<file path="config.mk">
export PLATFORM = sky130hd
export DESIGN_NAME = downcounter_bcd4_flat
export DESIGN_NICKNAME = d
export VERILOG_FILES = /design/src/rtl/downcounter_bcd4_if.sv /design/src/rtl/downcounter_bcd4.sv /design/src/flat_wrapper.sv
export SDC_FILE = /design/constraint.sdc
export NUM_CORES = 1
export LEC_CHECK = 0
export BUFFER_PORTS_ARGS = -buffer_cell sky130_fd_sc_hd__buf_2
export CELL_PAD_IN_SITES_DETAIL_PLACEMENT = 1
export CELL_PAD_IN_SITES_GLOBAL_PLACEMENT = 2
export CORE_MARGIN = 2
export CORE_UTILIZATION = 36
export DETAILED_ROUTE_END_ITERATION = 7
export PLACE_DENSITY_LB_ADDON = 0.1
export SYNTH_ARGS = -nofsm -noshare
export SYNTH_HDL_FRONTEND = slang
export SYNTH_SLANG_ARGS = --single-unit
</file>
<file path="constraint.sdc">
create_clock -name clk -period 4.8 [get_ports clk]
set_input_delay 0.72 -clock clk [delete_from_list [all_inputs] [get_ports clk]]
set_output_delay 0.72 -clock clk [all_outputs]
set_load 0.02 [all_outputs]
</file>
<file path="src/rtl/downcounter_bcd4_if.sv">
// Signal bundle for the 4-digit BCD countdown timer.
//   master : control and preset side (tick generator / front panel); drives the controls and
//            reads back the digits and status
//   slave  : the counter itself
// Controls: tick, load, start, pause, ld_s1000/ld_s100/ld_s10/ld_s1 (BCD preset digits)
// Status  : s1000/s100/s10/s1 (current digits), running, done (1-cycle pulse), expired (level)
interface downcounter_bcd4_if;
  logic       tick;
  logic       load;
  logic       start;
  logic       pause;
  logic [3:0] ld_s1000;
  logic [3:0] ld_s100;
  logic [3:0] ld_s10;
  logic [3:0] ld_s1;
  logic [3:0] s1000;
  logic [3:0] s100;
  logic [3:0] s10;
  logic [3:0] s1;
  logic       running;
  logic       done;
  logic       expired;

  modport master (
    output tick, load, start, pause, ld_s1000, ld_s100, ld_s10, ld_s1,
    input  s1000, s100, s10, s1, running, done, expired
  );

  modport slave (
    input  tick, load, start, pause, ld_s1000, ld_s100, ld_s10, ld_s1,
    output s1000, s100, s10, s1, running, done, expired
  );
endinterface

</file>
<file path="src/rtl/downcounter_bcd4.sv">
// 4-digit BCD countdown timer (MM:SS as s1000 s100 : s10 s1).
// Loads a preset, decrements once per tick while running and flags expiry at 00:00.
// Ports:
//   clk   : system clock, all state on the rising edge
//   rst_n : asynchronous reset, ACTIVE-HIGH despite the name
//   bus   : downcounter_bcd4_if.slave (controls, preset digits, count digits, status)
// Parameters:
//   SEC_TENS_MAX : value reloaded into s10 on a borrow from s100 (5 for MM:SS, 9 for 99:99)
// Build options:
//   AUTO_RELOAD_EN : when defined, expiry reloads the preset and keeps running instead of
//                    stopping in DONE (expired then never asserts).
module downcounter_bcd4 #(
  parameter int unsigned SEC_TENS_MAX = 5
) (
  input logic               clk,
  input logic               rst_n,
  downcounter_bcd4_if.slave bus
);

  typedef enum logic [1:0] {StIdle, StRun, StPause, StDone} state_e;

  localparam logic [3:0] TensMax = 4'(SEC_TENS_MAX);

  state_e      state_q, state_d;
  logic [15:0] cnt_q, cnt_d;        // {s1000, s100, s10, s1}
  logic [15:0] preset_q, preset_d;
  logic        done_q, done_d;

  logic [15:0] ld_clamped;
  logic [15:0] cnt_dec;
  logic        cnt_is_zero;
  logic        cnt_is_one;

  function automatic logic [3:0] clamp(input logic [3:0] v, input logic [3:0] mx);
    return (v > mx) ? mx : v;
  endfunction

  assign ld_clamped = {clamp(bus.ld_s1000, 4'd9), clamp(bus.ld_s100, 4'd9),
                       clamp(bus.ld_s10, TensMax), clamp(bus.ld_s1, 4'd9)};

  assign cnt_is_zero = (cnt_q == 16'h0000);
  assign cnt_is_one  = (cnt_q == 16'h0001);

  // BCD borrow chain; only used when the count is known to be non-zero.
  always_comb begin
    cnt_dec = cnt_q;
    if (cnt_q[3:0] != 4'd0) begin
      cnt_dec[3:0] = cnt_q[3:0] - 4'd1;
    end else begin
      cnt_dec[3:0] = 4'd9;
      if (cnt_q[7:4] != 4'd0) begin
        cnt_dec[7:4] = cnt_q[7:4] - 4'd1;
      end else begin
        cnt_dec[7:4] = TensMax;
        if (cnt_q[11:8] != 4'd0) begin
          cnt_dec[11:8] = cnt_q[11:8] - 4'd1;
        end else begin
          cnt_dec[11:8]  = 4'd9;
          cnt_dec[15:12] = cnt_q[15:12] - 4'd1;
        end
      end
    end
  end

  always_comb begin
    state_d  = state_q;
    cnt_d    = cnt_q;
    preset_d = preset_q;
    done_d   = 1'b0;
    if (bus.load) begin
      // load beats everything, including an expiring tick in the same cycle
      preset_d = ld_clamped;
      cnt_d    = ld_clamped;
      state_d  = StIdle;
    end else begin
      case (state_q)
        StIdle: begin
          if (bus.start && !cnt_is_zero) state_d = StRun;
        end
        StRun: begin
          // start is a no-op while running but still outranks pause
          if (!bus.start && bus.pause) begin
            state_d = StPause;
          end else if (bus.tick) begin
            if (cnt_is_one) begin
`ifdef AUTO_RELOAD_EN
              cnt_d   = preset_q;
`else
              cnt_d   = 16'h0000;
              state_d = StDone;
`endif
              done_d  = 1'b1;
            end else begin
              cnt_d = cnt_dec;
            end
          end
        end
        StPause: begin
          if (bus.start) state_d = StRun;
        end
        StDone: begin
          if (bus.start) begin
            cnt_d   = preset_q;
            state_d = (preset_q != 16'h0000) ? StRun : StIdle;
          end
        end
        default: state_d = StIdle;
      endcase
    end
  end

  always_ff @(posedge clk or posedge rst_n) begin
    if (rst_n) begin
      state_q  <= StIdle;
      cnt_q    <= 16'h0000;
      preset_q <= 16'h0000;
      done_q   <= 1'b0;
    end else begin
      state_q  <= state_d;
      cnt_q    <= cnt_d;
      preset_q <= preset_d;
      done_q   <= done_d;
    end
  end

  assign bus.s1000   = cnt_q[15:12];
  assign bus.s100    = cnt_q[11:8];
  assign bus.s10     = cnt_q[7:4];
  assign bus.s1      = cnt_q[3:0];
  assign bus.running = (state_q == StRun);
  assign bus.expired = (state_q == StDone);
  assign bus.done    = done_q;

endmodule

</file>
<file path="src/flat_wrapper.sv">
// flat-port wrapper written by rule: the top's interface ports become plain ports
module downcounter_bcd4_flat 
#(
  parameter int unsigned SEC_TENS_MAX = 5
)
  (clk, rst_n, bus_tick, bus_load, bus_start, bus_pause, bus_ld_s1000, bus_ld_s100, bus_ld_s10, bus_ld_s1, bus_s1000, bus_s100, bus_s10, bus_s1, bus_running, bus_done, bus_expired);
  downcounter_bcd4_if bus_i ();
  input logic clk;
  input logic rst_n;
  input wire logic [$bits(bus_i.tick)-1:0] bus_tick;
  input wire logic [$bits(bus_i.load)-1:0] bus_load;
  input wire logic [$bits(bus_i.start)-1:0] bus_start;
  input wire logic [$bits(bus_i.pause)-1:0] bus_pause;
  input wire logic [$bits(bus_i.ld_s1000)-1:0] bus_ld_s1000;
  input wire logic [$bits(bus_i.ld_s100)-1:0] bus_ld_s100;
  input wire logic [$bits(bus_i.ld_s10)-1:0] bus_ld_s10;
  input wire logic [$bits(bus_i.ld_s1)-1:0] bus_ld_s1;
  output wire logic [$bits(bus_i.s1000)-1:0] bus_s1000;
  output wire logic [$bits(bus_i.s100)-1:0] bus_s100;
  output wire logic [$bits(bus_i.s10)-1:0] bus_s10;
  output wire logic [$bits(bus_i.s1)-1:0] bus_s1;
  output wire logic [$bits(bus_i.running)-1:0] bus_running;
  output wire logic [$bits(bus_i.done)-1:0] bus_done;
  output wire logic [$bits(bus_i.expired)-1:0] bus_expired;
  assign bus_i.tick = bus_tick;
  assign bus_i.load = bus_load;
  assign bus_i.start = bus_start;
  assign bus_i.pause = bus_pause;
  assign bus_i.ld_s1000 = bus_ld_s1000;
  assign bus_i.ld_s100 = bus_ld_s100;
  assign bus_i.ld_s10 = bus_ld_s10;
  assign bus_i.ld_s1 = bus_ld_s1;
  assign bus_s1000 = bus_i.s1000;
  assign bus_s100 = bus_i.s100;
  assign bus_s10 = bus_i.s10;
  assign bus_s1 = bus_i.s1;
  assign bus_running = bus_i.running;
  assign bus_done = bus_i.done;
  assign bus_expired = bus_i.expired;
  downcounter_bcd4 #(.SEC_TENS_MAX(SEC_TENS_MAX)) u_core (.clk(clk), .rst_n(rst_n), .bus(bus_i));
endmodule
</file>
# Word-level counts from Yosys, hierarchy flattened
# Cells that the tools add are included.
# totals
reg_bits	35
input_bits	22
out_inout_bits	19
wordCells	75
# op_classes
addsub	4
order_cmp	4
n_eq_ne	14
mux	30
n_reduce_logical	16
# op_table
op	count
16-bit two-way mux	5
4-bit two-way mux	8
16-bit one-hot mux with 2 select lines	1
16-bit by 1-bit == test with 1-bit output, second input constant	1
16-bit logical NOT	1
4-bit by 3-bit inequality test with 1-bit output, second input constant	4
16-bit nonzero test	1
4-bit by 1-bit subtractor with 4-bit output, second input constant	4
2-bit two-way mux	7
4-bit greater-than comparator, second input constant	3
12-bit two-way mux	1
3-bit inequality test, second input constant	4
4-bit nonzero test	3
5-bit AND reduction	2
8-bit two-way mux	1
2-bit one-hot mux with 4 select lines	1
7-bit AND reduction	1
1-bit two-way mux	6
6-bit AND reduction	1
2-bit == test, second input constant	2
4-bit by 3-bit greater-than comparator with 1-bit output, second input constant	1
4-bit by 2-bit inequality test with 1-bit output, second input constant	1
4-bit AND reduction	1
3-bit by 2-bit inequality test with 1-bit output, second input constant	1
5 further kinds	7

# Longest topological paths before layout
# logic_depth
depth_word	9
ltp_mapped	8
depth_no_buf	7

# Least setup slack after synthesis
# Ideal clock, no wire load.
# synth_path
path_kind	register -> register
from	register u_core.cnt_q[8]
to	register u_core.state_q[0]
setup_time_ps	128
arrival_time_ps	2047
t_required_ps	4672
path_slack_ps	2626
stages_incl_launch_ff	8
path_buffers	0
synth_period_minus_slack_ps	2174
cell_sequence	dfrtp_1 > inv_1 > ha_1 > nor3b_2 > nand4_1 > a2111o_1 > o311ai_2 > mux2_1
# synth_between
elab_chain_cells	5
word_cells_on_any_way	7
cone_classes	eq/ne (3); reduce/logical (4)
# synth_rtl
item	line_no	rtl
start, declared	downcounter_bcd4.sv:25	logic [15:0] cnt_q, cnt_d;
start signal, assigned	downcounter_bcd4.sv:120	cnt_q <= cnt_d;
16-bit logical NOT	downcounter_bcd4.sv:41	assign cnt_is_zero = (cnt_q == 16'h0000);
1-bit logical NOT	downcounter_bcd4.sv:78	if (bus.start && !cnt_is_zero) state_d = StRun;
1-bit logical AND	downcounter_bcd4.sv:78	
3-bit by 2-bit inequality test with 1-bit output (no source line)	--	
5-bit AND reduction (no source line) (*)	--	
end signal, assigned	downcounter_bcd4.sv:114	state_q <= StIdle;
end signal, assigned	downcounter_bcd4.sv:119	state_q <= state_d;
end, declared	downcounter_bcd4.sv:24	state_e state_q, state_d;
# Every way passes the cells marked *; elsewhere a longest branch is shown, timed or not.
# A chain may end at the register's enable or synchronous reset.

# Worst setup path after layout
# layout_path
from	register u_core.cnt_q[4]
to	register u_core.cnt_q[13]
# layout_between
elab_chain_cells	6
word_cells_on_any_way	11
cone_classes	eq/ne (4); mux (5); reduce/logical (2)
# layout_rtl
item	line_no	rtl
16-bit by 1-bit == test with 1-bit output	downcounter_bcd4.sv:42	assign cnt_is_one = (cnt_q == 16'h0001);
16-bit two-way mux	downcounter_bcd4.sv:85	if (cnt_is_one) begin
16-bit two-way mux	downcounter_bcd4.sv:84	end else if (bus.tick) begin
16-bit two-way mux	downcounter_bcd4.sv:82	if (!bus.start && bus.pause) begin
16-bit one-hot mux with 2 select lines	downcounter_bcd4.sv:76	case (state_q)
16-bit two-way mux	downcounter_bcd4.sv:70	if (bus.load) begin
# Several ways; a longest one is shown, not always the timed one. The select of a mux whose other input is x is not followed.

==> metrics.md <==
| Metric | Value |
|---|---|
| Setup Fix Bufs, Post-CTS | 0 |
| GRT Resource Usage Total | 0.201 |
| Post-route DRC | 0 |
| WP data arrival | 2.83 ns |
| Mapped cell area | 0.00210 mm^2 |
| Final Cell Area | between 0.002 and 0.0025 mm^2 |
| Vias/cell | 5.47 |
| Hold Crit Class | in -> async |
| Worst Path Required | 4.97 ns |
| P per Cell Area | 521 mW/mm^2 |
| Layout Area Growth over Synthesis | 18.4% |
| Critical path launch point type | flip-flop |
| Wire length per cell | 16.9 um |
| Cells after Synth | 228 |
| Post-Syn Area per Cell | 9.22 um^2 |
| Antenna diodes | 0 |
| DRT antenna net count | 0 |
| Crit Path Class | reg -> reg |
| Slew HR | 0.357 |
| Die H | 80.4 um |
| Slew of the pin with the lowest slew margin | 0.963 ns |
| I/O pin total | 41 |
| TritonCTS clock tree | built |
| Max-Cap Viols | 0 |
| Number of global-route vias before repair | 1938 |
| GRT Residual Overflow | 0 |
| Max-slew violations | 0 |
| Ys Warns | 0 |
| Largest fanout on the critical path | 7 |
| Worst R2R Path Depth | 8 |
| Final Cycle Share | 0.555 |
| Leak | around 1.1 nW |
| Commonest non-fill, non-tap cell in the layout | buf_2 |
| Final Hold Viols | 0 |
| Worst skew pair latency | 0.29 ns |
| I/O Buffers | 40 |
| Htree depth | 2 |
| First-pass GRT wire length | 9890 um |
| Post-CTS Resized | 0 |
| Most frequent cells in the layout | 40 x buf_2, 35 x dfrtp_1, 22 x inv_1 |
| Ratio of cells with drive above 1 in the final layout | 0.247 |
| Nets | around 300 |
| Net Count, Synth | 257 |
| Layout filler cell count | 676 |
| First-pass DRT Iterations | 4 |
| Cts hold-fix bufs | 0 |
| Core region area | 0.00557 mm^2 |
| Synth area leaders | dfrtp_1 42%, ha_1 4.2%, o21ai_0 4.0% |
| Initial antenna violation count | 0 |
| Yosys top cell area share | 0.416 |
| Post-route setup TNS | 0 ns |
| Worst clock skew | around 0.0055 ns |
| Instance area after placement | 0.00237 mm^2 |
| Root Buffer | clkbuf_8 |
| Synthesis-stage register bit count | 35 |
| Initial cell density of the core | 0.377 |
| Routed via count | 1876 |
| Max Fclk | around 380 MHz |
| DIE WIDTH | 80.4 um |
| Reg2Reg Setup Slack | 2.14 ns |
| Placer Congestion | 0.742 |
| Clock tree buffer depth | 2 |
| Cell taking the most area after synthesis | dfrtp_1 |
| Detail Placement HPWL | around 4200 um |
| RSZ-0062 raised after global routing | false |
| Largest net degree at the start of global routing | just over 40 |
| Status | complete, no violations |
| Clock sink count | 35 |
| Die area | about 0.0065 mm^2 |
| Num CTS Buffers | 5 |
| Worst-path clk slew | around 0.080 ns |
| Period minus WS final | 2.66 ns |
| Sequential area share after synthesis | 0.416 |
| Maximum VDD drop | roughly 0.00020 V |
| Synth cell types | 52 |
| CP endpoint kind | flip-flop |
| # setup viols final | 0 |
| Row count | 27 |
| Detailed router's first-iteration violation count | 76 |
| DRT Wirelength | approximately 5800 um |
[registers in the layout (all words and copies together), names as in the netlist]
signal and count:
u_core.bus.done 1, u_core.cnt_q 16, u_core.state_q 2, u_core.preset_q 16
[synth_stat cells (all sizes together)]
cell     instances
a2111o           1
a211oi           4
a21o             1
a21oi           11
a221oi           2
a222oi           1
a22o             2
a22oi            2
a31oi            5
a32oi            2
a41o             1
and2             2
buf              3
clkbuf           4
dfrtp           35
ha               7
inv             22
mux2             5
nand2           17
nand2b           3
nand3            2
nand3b           3
nand4            2
nor2            17
nor2b            7
nor3             1
nor3b            5
nor4             6
o2111ai          1
o211a            1
o211ai           2
o21a             4
o21ai           29
o21ba            1
o21bai           2
o221ai           1
o311a            2
o311ai           1
o31ai            3
o41ai            1
or3b             6
or4              1
[worst max-delay path, stage by stage, from the launching register on]
cell and delay, ns:
dfrtp_1 0.44, inv_1 0.10, ha_1 0.21, or3b_1 0.46, o41ai_2 0.73, buf_4 0.28
nor2_2 0.05, a221oi_2 0.19, o21ai_1 0.08
[per-stage QoR]
step	total power, mW	utilization	hold slack [ns]	worst slack, ns	std cells
after global placement	1.02	0.426	0.516	2.13	335
after global routing	1.41	0.447	0.554	1.94	343
after floorplan	0.842	-	0.480	2.63	228
after detailed placement	1.02	0.426	0.522	2.16	335
after CTS	1.31	0.447	0.539	2.13	343
final	1.30	0.447	0.525	2.14	343
[layout make-up]
class	count	area, um^2	area share
inverter	22	82.6	0.0331
timing repair buffer	42	215	0.0864
clock buffer	6	82.6	0.0331
clock inverter	2	35.0	0.0141
tap	72	90.1	0.0362
multi-input combinational	164	1110	0.446
sequential	35	876	0.352
[cells by family after synthesis]
| group | share of synthesized area |
|---|---|
| compound gates | 0.269 |
| fa+ha+maj | 0.0416 |
| flops | 0.416 |
| simple gates | 0.190 |
| buf+inv | 0.0559 |
| mux | 0.0268 |
[routing by layer]
metal	track usage	up-vias	share of wire
met5	0	-	0
met4	0.0610	0	0.010
met3	0.0281	5	0.033
met2	0.330	34	0.49
met1	0.273	916	0.46
li1	-	921	-
[power by group]
part	total [mW]	internal, mW	switching [mW]
clock network	0.287	0.168	0.118
registers	0.476	0.369	0.107
logic	0.536	0.215	0.321
[path summary, 6_finish.rpt]
check | from | end
hold / removal | rst_n | u_core.preset_q[12]$_DFFE_PP0P_
max in group asynchronous | rst_n | u_core.preset_q[15]$_DFFE_PP0P_
setup / recovery | u_core.cnt_q[4]$_DFFE_PP0P_ | u_core.cnt_q[13]$_DFFE_PP0P_
hold reg to reg | u_core.preset_q[3]$_DFFE_PP0P_ | u_core.preset_q[3]$_DFFE_PP0P_
min in group clk | u_core.preset_q[3]$_DFFE_PP0P_ | u_core.preset_q[3]$_DFFE_PP0P_
setup reg to reg | u_core.cnt_q[4]$_DFFE_PP0P_ | u_core.cnt_q[13]$_DFFE_PP0P_
Power figures use the tool's default switching activity.
